## src/rtl/atm_txn_issuer.sv

```systemverilog
// Purpose : card-session transaction sequencer in front of the ATM core; one request in flight at a time.
// Latency : request handshake at T -> core op at T+1 -> resp_valid at T+2+RESP_LATENCY (illegal op: T+1).
// Backpressure: req_ready is high only in SESSION; nothing is accepted while a transaction is in flight or locked.
//
// Ports:
//   clk, reset         rising-edge clock, synchronous active-low reset
//   sess_*             session open (start + card/pin/expiry) and close (sess_end)
//   req_*              request channel (valid/ready, op, amount, aux)
//   resp_*             one-cycle result pulse with declined flag and echoed op
//   session_active, locked, timeout_pulse   session status
//   atm_*              drive/sample signals of the ATM core
module atm_txn_issuer #(
   parameter int RESP_LATENCY = 1,
   parameter int MAX_DECLINES = 3,
   parameter int IDLE_TIMEOUT = 255
) (
   input  logic        clk,
   input  logic        reset,
   input  logic        sess_start,
   input  logic [9:0]  sess_card_no,
   input  logic [9:0]  sess_pin,
   input  logic [10:0] sess_expiry,
   input  logic        sess_end,
   input  logic        req_valid,
   output logic        req_ready,
   input  logic [2:0]  req_op,
   input  logic [9:0]  req_amount,
   input  logic [9:0]  req_aux,
   output logic        resp_valid,
   output logic        resp_declined,
   output logic [2:0]  resp_op,
   output logic        session_active,
   output logic        locked,
   output logic        timeout_pulse,
   output logic [2:0]  atm_operation,
   output logic [9:0]  atm_card_no,
   output logic [9:0]  atm_card_pin,
   output logic [10:0] atm_expiry_date,
   output logic [9:0]  atm_withdraw_amount,
   output logic [9:0]  atm_deposit_money,
   output logic [9:0]  atm_transfer_amount,
   output logic [9:0]  atm_transfer_no,
   output logic [9:0]  atm_new_pin,
   input  logic        atm_card_declined
);

   typedef enum logic [2:0] {
      S_IDLE, S_SESSION, S_ISSUE, S_WAIT, S_RESP, S_LOCKED
   } state_t;

   localparam logic [7:0] TMO_LIM   = 8'(IDLE_TIMEOUT);
   localparam logic [3:0] DEC_LIM   = 4'(MAX_DECLINES);
   localparam logic [3:0] WAIT_LAST = 4'(RESP_LATENCY - 1);

   state_t      state_q, state_d;
   logic [9:0]  card_q, card_d, pin_q, pin_d;
   logic [10:0] exp_q, exp_d;
   logic [2:0]  op_q, op_d;
   logic [9:0]  amt_q, amt_d, aux_q, aux_d;
   logic        flag_q, flag_d;         // accumulated decline for the in-flight txn
   logic        illegal_q, illegal_d;   // op 000/111: bypassed core, counter untouched
   logic        end_pend_q, end_pend_d; // sess_end seen while a txn was in flight
   logic [2:0]  dec_q, dec_d;
   logic [7:0]  tmo_q, tmo_d;
   logic [3:0]  wait_q, wait_d;
   logic        tmo_pulse_q, tmo_pulse_d;

   logic        legal_op;
   logic        close;
   logic [3:0]  dec_inc;
   logic [7:0]  tmo_inc;

   assign legal_op = (req_op != 3'b000) && (req_op != 3'b111);

   always_comb begin
      state_d     = state_q;
      card_d      = card_q;
      pin_d       = pin_q;
      exp_d       = exp_q;
      op_d        = op_q;
      amt_d       = amt_q;
      aux_d       = aux_q;
      flag_d      = flag_q;
      illegal_d   = illegal_q;
      end_pend_d  = end_pend_q;
      dec_d       = dec_q;
      tmo_d       = tmo_q;
      wait_d      = wait_q;
      tmo_pulse_d = 1'b0;
      close       = 1'b0;
      dec_inc     = {1'b0, dec_q} + 4'd1;
      tmo_inc     = (tmo_q == 8'hFF) ? tmo_q : tmo_q + 8'd1;

      case (state_q)
         S_IDLE: begin
            if (sess_start) begin
               card_d  = sess_card_no;
               pin_d   = sess_pin;
               exp_d   = sess_expiry;
               state_d = S_SESSION;
            end
         end
         S_SESSION: begin
            if (sess_end) begin
               close = 1'b1;
            end else if (req_valid) begin
               op_d      = req_op;
               amt_d     = req_amount;
               aux_d     = req_aux;
               tmo_d     = 8'd0;
               illegal_d = !legal_op;
               flag_d    = !legal_op;
               state_d   = legal_op ? S_ISSUE : S_RESP;
            end else begin
               tmo_d = tmo_inc;
               if (tmo_inc == TMO_LIM) begin
                  close       = 1'b1;
                  tmo_pulse_d = 1'b1;
               end
            end
         end
         S_ISSUE: begin
            flag_d  = atm_card_declined;
            wait_d  = 4'd0;
            state_d = S_WAIT;
            if (sess_end) end_pend_d = 1'b1;
         end
         S_WAIT: begin
            flag_d = flag_q | atm_card_declined;
            if (sess_end) end_pend_d = 1'b1;
            if (wait_q == WAIT_LAST) state_d = S_RESP;
            else wait_d = wait_q + 4'd1;
         end
         S_RESP: begin
            state_d = S_SESSION;
            if (!illegal_q) begin
               if (flag_q) begin
                  dec_d = dec_inc[2:0];
                  if (dec_inc >= DEC_LIM) state_d = S_LOCKED;
               end else begin
                  dec_d = 3'd0;
                  if (op_q == 3'b101) pin_d = aux_q;
               end
            end
            // A pending or same-cycle close overrides both SESSION and LOCKED.
            if (end_pend_q || sess_end) close = 1'b1;
         end
         S_LOCKED: begin
            if (sess_end) close = 1'b1;
         end
         default: state_d = S_IDLE;
      endcase

      if (close) begin
         state_d    = S_IDLE;
         card_d     = 10'd0;
         pin_d      = 10'd0;
         exp_d      = 11'd0;
         dec_d      = 3'd0;
         tmo_d      = 8'd0;
         end_pend_d = 1'b0;
      end
   end

   always_ff @(posedge clk) begin
      if (!reset) begin
         state_q     <= S_IDLE;
         card_q      <= '0;
         pin_q       <= '0;
         exp_q       <= '0;
         op_q        <= '0;
         amt_q       <= '0;
         aux_q       <= '0;
         flag_q      <= 1'b0;
         illegal_q   <= 1'b0;
         end_pend_q  <= 1'b0;
         dec_q       <= '0;
         tmo_q       <= '0;
         wait_q      <= '0;
         tmo_pulse_q <= 1'b0;
      end else begin
         state_q     <= state_d;
         card_q      <= card_d;
         pin_q       <= pin_d;
         exp_q       <= exp_d;
         op_q        <= op_d;
         amt_q       <= amt_d;
         aux_q       <= aux_d;
         flag_q      <= flag_d;
         illegal_q   <= illegal_d;
         end_pend_q  <= end_pend_d;
         dec_q       <= dec_d;
         tmo_q       <= tmo_d;
         wait_q      <= wait_d;
         tmo_pulse_q <= tmo_pulse_d;
      end
   end

   always_comb begin
      req_ready           = (state_q == S_SESSION);
      resp_valid          = (state_q == S_RESP);
      resp_declined       = (state_q == S_RESP) && flag_q;
      resp_op             = (state_q == S_RESP) ? op_q : 3'b000;
      session_active      = (state_q != S_IDLE);
      locked              = (state_q == S_LOCKED);
      timeout_pulse       = tmo_pulse_q;
      atm_card_no         = card_q;
      atm_card_pin        = pin_q;
      atm_expiry_date     = exp_q;
      atm_operation       = 3'b000;
      atm_withdraw_amount = 10'd0;
      atm_deposit_money   = 10'd0;
      atm_transfer_amount = 10'd0;
      atm_transfer_no     = 10'd0;
      atm_new_pin         = 10'd0;
      if (state_q == S_ISSUE) begin
         atm_operation = op_q;
         case (op_q)
            3'b010: atm_withdraw_amount = amt_q;
            3'b110: atm_deposit_money   = amt_q;
            3'b011: begin
               atm_transfer_amount = amt_q;
               atm_transfer_no     = aux_q;
            end
            3'b101: atm_new_pin = aux_q;
            default: ;
         endcase
      end
   end

endmodule

```

## config.mk

```make
export PLATFORM = sky130hd
export DESIGN_NAME = atm_txn_issuer
export DESIGN_NICKNAME = d
export VERILOG_FILES = /design/src/rtl/atm_txn_issuer.sv
export SDC_FILE = /design/constraint.sdc
export NUM_CORES = 1
export LEC_CHECK = 0
export ABC_CLOCK_PERIOD_IN_PS = 2400
export CORE_AREA = 3 3 106 108
export CTS_CLUSTER_SIZE = 14
export DETAILED_ROUTE_END_ITERATION = 10
export DIE_AREA = 0 0 109 111
export PLACE_DENSITY = 0.83
export SYNTH_ARGS = -nofsm -noshare
export SYNTH_HDL_FRONTEND = slang
export SYNTH_SLANG_ARGS = --single-unit
```

## constraint.sdc

```tcl
create_clock -name clk -period 2.4 [get_ports clk]
set_input_delay 0.36 -clock clk [delete_from_list [all_inputs] [get_ports clk]]
set_output_delay 0.36 -clock clk [all_outputs]
set_load 0.02 [all_outputs]
```

# Word level (Yosys, flattened, before mapping)
# Cells that the tools add are included.
[classes] eq_ne=20 addsub=3 bitwise=6 n_mux=40 order_cmp=1 reduce_logical=23
[op_table] op="2-to-1 mux 10 bit" count=14
[op_table] op="2-to-1 mux 3 bit" count=11
[op_table] op="one-hot mux 10 bit (2 select lines)" count=1
[op_table] op="one-hot mux 3 bit (6 select lines)" count=1
[op_table] op="== test 8 bit, second input constant" count=2
[op_table] op="2-to-1 mux 8 bit" count=2
[op_table] op="inequality test 2 bit, second input constant" count=7
[op_table] op="== test 3 x 2 -> 1 bit, second input constant" count=4
[op_table] op="== test 3 bit, second input constant" count=4
[op_table] op="AND reduction 2 bit" count=5
[op_table] op="AND reduction 5 bit" count=2
[op_table] op="nonzero test 3 bit" count=3
[op_table] op="adder 8 x 1 -> 8 bit, second input constant" count=1
[op_table] op="one-hot mux 4 bit (2 select lines)" count=1
[op_table] op="2-to-1 mux 1 bit" count=7
[op_table] op="one-hot mux 1 bit (3 select lines)" count=2
[op_table] op="AND reduction 3 bit" count=2
[op_table] op="inverter 1 bit" count=5
[op_table] op="adder 3 x 1 -> 4 bit, second input constant" count=1
[op_table] op="adder 4 x 1 -> 4 bit, second input constant" count=1
[op_table] op=">= comparator 4 x 2 -> 1 bit, second input constant" count=1
[op_table] op="logical NOT 4 bit" count=1
[op_table] op="2-to-1 mux 4 bit" count=1
[op_table] op="nonzero test 2 bit" count=2
[op_table] op="other kinds (10)" count=12
[totals] reg_bits=76 out_inout_bits=93 inputBits=60

# Depth between registers and ports, before layout
# Gate-level depths: netlist of run 1.
[depth] depth_word=8 depth_mapped=9 depth_no_buf=7

# Worst setup path after synthesis of run 1
# No wires, ideal clock.
[synth_timing] kind="register -> register" from="reg tmo_q[0]" to="reg state_q[0]" slack_ns=0.077 path_stages_with_launch=10 setup_ns=0.155 arrival_time_ns=2.169 path_buffers=3 period_less_slack_ns=2.323 cell_sequence="dfxtp_1 > ha_1 > buf_6 > and3_1 > buf_4 > a211o_1 > a221o_1 > nor4_4 > buf_6 > a211oi_2"
[synth_between] elab_chain_len=8 elab_cells_between_ends=9
[synth_lines] element="start, declared" line_no="64" source="logic [7:0] tmo_q, tmo_d;"
[synth_lines] element="start signal, assigned" line_no="193" source="tmo_q <= tmo_d;"
[synth_lines] element="adder 8 x 1 -> 8 bit / == test 8 bit (equally long branches)" line_no="92" source="tmo_inc = (tmo_q == 8'hFF) ? tmo_q : tmo_q + 8'd1;"
[synth_lines] element="2-to-1 mux 8 bit *" line_no="92"
[synth_lines] element="== test 8 bit *" line_no="116" source="if (tmo_inc == TMO_LIM) begin"
[synth_lines] element="2-to-1 mux 1 bit *" line_no="116"
[synth_lines] element="2-to-1 mux 1 bit *" line_no="106" source="end else if (req_valid) begin"
[synth_lines] element="2-to-1 mux 1 bit *" line_no="104" source="if (sess_end) begin"
[synth_lines] element="one-hot mux 1 bit (3 select lines) *" line_no="94" source="case (state_q)"
[synth_lines] element="OR reduction 2 bit (no line) *"
[synth_lines] element="end signal, assigned" line_no="182" source="state_q <= state_d;"
[synth_lines] element="end, declared" line_no="55" source="state_t state_q, state_d;"
# Every way passes the cells marked *; elsewhere a longest branch is shown, timed or not.
# A chain may end at the register's enable or synchronous reset.

# Final worst setup path of run 1
[layout_timing] from="reg state_q[2]" to="out resp_valid"
[layout_between] elab_chain_len=1
[layout_lines] element="== test 3 bit" line_no="201" source="resp_valid = (state_q == S_RESP);"
[layout_lines] element="end, declared" line_no="29" source="output logic resp_valid,"
# No other way between the ends.

==> out/qor.txt, run 1 <==
share of the synthesized area in the top cell type -> 36.1%
asr flop ratio synth -> 0%
P per Cell Area -> 487 nW/um^2
delay of the slowest critical-path stage -> 640 ps
largest net degree at the start of global routing -> 41
Ports -> 153
Slew Viols, Final -> 0
post-synthesis sequential area ratio -> 36.1%
dpl cells -> 783
CTS H-tree lvls -> 3
crit path DAT -> 1950 ps
worst-skew pair later-pin latency -> 340 ps
fin crit share -> 96.2%
Clk pwr share -> 36.3%
area grow syn2layout -> 45.2%
crit-path cells -> or3b_1 -> inv_2 -> clkdlybuf4s50_1
Synth top cells by count -> nand2_1, dfxtp_1, nor2_1
Placer Congestion -> 0.912
Yosys reg bits -> 76
Initial Utilization -> 40.9%
RSZ-0062 raised after global routing -> yes
initial antenna violation count -> 0
Seq pwr share -> 45.4%
Final nets -> 725
fraction of layout cells with a size suffix above 1 -> 16.1%
path category of the worst min-delay check -> reg2reg
Max clock buf depth -> 2
Rel. slew slack -> 65.1%
Reg clk slew, reported paths -> 80 ps
Yosys warning count -> 0
Post-Syn Nets -> 570
CTS Hold Buffers Added -> 0
CTS buffer count -> 9
Worst Tran Pin Value -> 522 ps
Max FO, Critical Path -> 5
switch share -> 26.7%
Post-DRT Antenna Nets -> 0
die area -> 12100 um^2
clock root buffer -> clkbuf_8
CP max stage cell -> clkdlybuf4s50_1
drt pass-1 iters -> 5
vias per inst -> 5.25
grt total ovfl -> 0
post-route insts no fill -> 802
Worst setup SP type -> register
VDD IR max -> 292 uV
final setup vio count -> 0
Critical path buffers and inverters -> 2
fmax -> 0.433 GHz
Post-synth EDFFs -> 0
vias in the first global route -> 3958
DR vias -> 4208
WS Path Type -> reg2out
Detailed Place HPWL -> 9.09 mm
Clock Skews -> 10.3 ps
DR DRC count -> 0
switching pwr -> 799 uW
Setup crit end kind -> primary output
final hold vios -> 0
Final Critical Period -> 2310 ps
Avg WL per Cell -> 15.5 um
cell with the most instances after synthesis -> nand2_1
ANT cells -> 0
Area contributors post-synth -> dfxtp_1, nand2_1, nor3_2, mux2i_1, and2_1
Placed Area -> 5950 um^2
status -> finished, final reports clean
leading area contributor after synthesis -> dfxtp_1
Lkg Pwr -> 0.00263 uW
Port-buffer cells -> 152
Die Span X -> 109 um
Crit path max-delay family -> buffers and inverters
WP data required -> 2040 ps
Comb power frac -> 18.3%
Die Y -> 111 um
most common flop cell mapped by yosys -> dfxtp_1
Core ar. -> 10300 um^2
Yosys cell types -> 53
first-pass GRT wire length -> 19.7 mm
CTS sink cnt -> 76
Routed WL -> 12.4 mm
Avg Cell Area, Syn -> 8.34 um^2
internal power -> 2190 uW
cell area after layout -> 6130 um^2
Cells after Synth -> 506
initial drt markers -> 258
num rows -> 37
synthesized area -> 4220 um^2
global-route usage over all layers -> 19.8%
CTS tree -> done
Max-Cap Viols -> 0
==> worst register-to-register path: stages, from the launching register on <==
cell	delay, ps
dfxtp_1	360
ha_1	220
and3_2	260
a211o_1	270
a221o_1	360
nor4_4	210
buf_4	180
buf_8	230
nor3_2	70
==> logic make-up after synthesis <==
group	count (synthesis)	share of synthesized area, %
multiplexers	33	7.83
adder cells (fa/ha/maj)	4	1.19
AND/OR/NAND/NOR	266	35.6
XOR/XNOR	2	0.415
flip-flops	76	36.1
AO/OA/AOI/OAI	78	12.7
buffers and inverters	47	6.23
==> final timing paths <==
check | start | slack (ps) | cells after the start | end
hold reg to reg | amt_q[6] | 470 | 2 | amt_q[6]
setup reg to reg | tmo_q[1] | 120 | 8 | dec_q[0]
setup / recovery | state_q[2] | 90 | 3 | resp_valid
hold / removal | amt_q[6] | 470 | 2 | amt_q[6]
==> area by class of cell <==
type                            count  area (um^2)
Sequential cell                    76         1520
Tap cell                          136          170
Clock inverter                      6         88.8
Multi-Input combinational cell    383         2460
Inverter                           10         37.5
Fill cell                         904         4200
Timing Repair Buffer              181         1720
Clock buffer                       10          128
==> power groups by stage <==
| stage | combinational [uW] | sequential, uW | clock [uW] |
|---|---|---|---|
| finish | 547 | 1360 | 1080 |
| global route | 589 | 1360 | 1150 |
| CTS | 550 | 1360 | 1100 |
| detailed placement | 548 | 1380 | 0 |
| global placement | 535 | 1380 | 0 |
| floorplan | 244 | 1420 | 0 |
==> timing repair <==
item / CTS / global route
setup endpoints to repair: 53 / 64
pin swaps: 0 / 1
resized for setup: 53 / 37
setup buffers: 0 / 2
cloned: 0 / 1
==> cell usage in the layout, fill, tap and decap left out, drive strengths merged, types with 6 or more instances in the layout <==
master         netlist  layout
nor2                38      38
dlymetal6s2s         0       6
dlygate4sd2          0      37
a21boi              25      25
nand2              104     104
dfxtp               76      76
buf                 20      28
clkbuf              17      22
nor2b                6       6
inv                 10      10
o21ai               11      11
nor3                40      40
and2                31      31
nand3                7       7
clkdlybuf4s50        0      94
and3                14      14
mux2i               33      33
a21oi               17      17
==> metrics by stage <==
stage	hold WS, ps	worst slack [ps]	setup TNS (ps)	power [uW]	utilization (%)
finish	468	90.1	0	2990	59.4
CTS	470	21.1	0	3010	59.2
global placement	452	158	0	1920	57.7
global route	496	-33.3	-33.3	3100	59.4
floorplan	444	76.7	0	1660	-
detailed placement	459	104	0	1930	57.7
==> flip-flops by register name, indices dropped and copies added (netlist names) <==
signal           flops
dec_q                3
tmo_q                8
op_q                 3
atm_card_no         10
state_q              3
end_pend_q           1
wait_q               4
atm_expiry_date     11
amt_q               10
aux_q               10
flag_q               1
atm_card_pin        10
timeout_pulse        1
illegal_q            1
==> metal layers <==
| metal | up-vias | global-route usage, % | wire (um) |
|---|---|---|---|
| met5 | - | 0 | 0 |
| met3 | 19 | 4.66 | 1090 |
| li1 | 2048 | - | - |
| met2 | 191 | 33.6 | 5990 |
| met1 | 1950 | 24.7 | 5100 |
| met4 | 0 | 5.39 | 216 |
Note: power is estimated with default switching activity, not from simulation.
==> run 2, diff against run 1 <==
==> config.mk (replaced) <==
export PLATFORM = sky130hd
export DESIGN_NAME = atm_txn_issuer
export DESIGN_NICKNAME = d
export VERILOG_FILES = /design/src/rtl/atm_txn_issuer.sv
export SDC_FILE = /design/constraint.sdc
export NUM_CORES = 1
export LEC_CHECK = 0
export ABC_CLOCK_PERIOD_IN_PS = 2950
export CORE_AREA = 3 3 97 99
export CTS_CLUSTER_SIZE = 14
export DETAILED_ROUTE_END_ITERATION = 10
export DIE_AREA = 0 0 100 102
export PLACE_DENSITY = 0.93
export SYNTH_ARGS = -nofsm -noshare
export SYNTH_HDL_FRONTEND = slang
export SYNTH_SLANG_ARGS = --single-unit
==> constraint.sdc (replaced) <==
create_clock -name clk -period 2.95 [get_ports clk]
set_input_delay 0.4425 -clock clk [delete_from_list [all_inputs] [get_ports clk]]
set_output_delay 0.4425 -clock clk [all_outputs]
set_load 0.02 [all_outputs]
==> out/qor.txt, run 2 (synthesis results as in run 1) <==
fin crit share -> 92.4%
RSZ-0062 raised after global routing -> no
Comb power frac -> 18.6%
switch share -> 26.9%
fraction of layout cells with a size suffix above 1 -> 12.4%
global-route usage over all layers -> 22.7%
Crit path max-delay family -> buffers and inverters
most used cell, CP -> buf_4
register area -> 1520 um^2
CTS Hold Buffers Added -> 0
WS Path Type -> reg2out
fmax -> 0.367 GHz
final setup vio count -> 0
die area -> 10200 um^2
CTS tree -> done
Clk pwr share -> 33.1%
final hold vios -> 0
WP data required -> 2510 ps
Die Span X -> 100 um
DR DRC count -> 0
P per Cell Area -> 382 nW/um^2
number of flip-flops in the largest register -> 11
area grow syn2layout -> 42.2%
internal power -> 1670 uW
status -> finished, final reports clean
Rel. slew slack -> 38.4%
vias in the first global route -> 3948
Placer Congestion -> 0.844
Initial Utilization -> 48.9%
Detailed Place HPWL -> 8.87 mm
switching pwr -> 616 uW
Port-buffer cells -> 152
grt total ovfl -> 0
DR vias -> 4169
Post-DRT Antenna Nets -> 0
Routed WL -> 11.8 mm
Seq pwr share -> 48.3%
Clock Skews -> 10.3 ps
Worst setup SP type -> register
crit-path cells -> buf_4 -> inv_1 -> nor3_2 -> buf_4 -> nand2_1 -> nor2_1 -> clkdlybuf4s50_1
ANT cells -> 0
drt pass-1 iters -> 6
most common cell after layout, fill and taps aside -> clkdlybuf4s50_1
Filler Cell Count -> 656
PostCTS Resize Cnt -> 0
CTS H-tree lvls -> 3
Final nets -> 711
most frequent cells in the layout -> clkdlybuf4s50_1, nand2_1, dfxtp_1
crit path DAT -> 2280 ps
Final Core Density -> 69.5%
VDD IR max -> 263 uV
Worst Tran Pin Value -> 912 ps
path category of the worst min-delay check -> reg2reg
Slew Viols, Final -> 0
Avg WL per Cell -> 15.5 um
initial drt markers -> 166
CTS buffer count -> 9
post-CTS setup buffers -> 0
Die Y -> 102 um
area occupied by multi-input gates -> 2460 um^2
Ports -> 153
Placed Area -> 5810 um^2
num rows -> 34
Core ar. -> 8640 um^2
Max-Cap Viols -> 0
CTS sink cnt -> 76
Lkg Pwr -> 0.00223 uW
worst-skew pair later-pin latency -> 350 ps
vias per inst -> 5.49
initial antenna violation count -> 0
CP max stage cell -> clkdlybuf4s50_1
Final Critical Period -> 2730 ps
largest net degree at the start of global routing -> 41
post-route insts no fill -> 759
Setup crit end kind -> primary output
first-pass GRT wire length -> 18.8 mm
setup TNS -> 0 ps
dpl cells -> 744
delay of the slowest critical-path stage -> 630 ps
Max clock buf depth -> 2
Max FO, Critical Path -> 23
Critical path buffers and inverters -> 4
clock root buffer -> clkbuf_8
cell area after layout -> 6000 um^2
Reg clk slew, reported paths -> 80 ps
run 2: changes by cell type in the layout (fill, tap and decap cells not counted), moves of 4 or more:
cell,previous run,this run
dlymetal6s2s_1,6,0
clkdlybuf4s50_1,94,152
dlygate4sd2_1,37,0
clkbuf_2,11,0
buf_4,23,13
clkdlybuf4s15_1,4,0
run 2: metal layers:
layer,track usage [%],part of all wire (%)
met5,0,0
met2,41.2,51
met1,26.7,39
met4,7.98,2.1
met3,4.51,8.1
run 2: through the flow:
stage	setup slack [ps]	hold slack [ps]	power (uW)
2_1_floorplan	627	444	1350
3_3_place_gp	550	455	1540
3_5_place_dp	496	463	1560
4_1_cts	83.6	475	2310
5_1_grt	87.1	497	2390
6_report	224	475	2290
run 2: cell type report:
type | count | share of cell area, %
Clock buffer | 10 | 2.13
Timing Repair Buffer | 167 | 27.7
Inverter | 10 | 0.626
Sequential cell | 76 | 25.4
Clock inverter | 5 | 0.897
Multi-Input combinational cell | 383 | 41.1
Tap cell | 108 | 2.25
run 2: worst register-to-register path, stage by stage, from the launching register on:
cell and delay, ps:
dfxtp_1 450, ha_1 370, and3_1 320, nand4_1 120
a221o_1 410, nor4_4 290, buf_12 310, nor4_2 100
run 2: final timing paths:
kind / start / endpoint / cells after the start / slack, ps
max reg2reg: tmo_q[0] / tmo_q[2] / 7 / 450
max: state_q[1] / atm_transfer_amount[1] / 7 / 220
min reg2reg: amt_q[6] / amt_q[6] / 2 / 470
min: amt_q[6] / amt_q[6] / 2 / 470
run 2: power groups by stage:
stage / combinational [uW] / clock [uW] / sequential, uW
finish: 426 / 757 / 1110
global route: 458 / 821 / 1110
CTS: 429 / 777 / 1100
detailed placement: 427 / 0 / 1130
global placement: 414 / 0 / 1130
floorplan: 198 / 0 / 1150
==> run 3, diff against run 2 <==
--- a/config.mk
+++ b/config.mk
@@ -5,6 +5,7 @@
 export SDC_FILE = /design/constraint.sdc
 export NUM_CORES = 1
 export LEC_CHECK = 0
+export ABC_AREA = 0
 export ABC_CLOCK_PERIOD_IN_PS = 2950
 export CORE_AREA = 3 3 97 99
 export CTS_CLUSTER_SIZE = 14
==> results of run 3 <==
The final DEF is identical to that of run 2; final timing and power are the same.
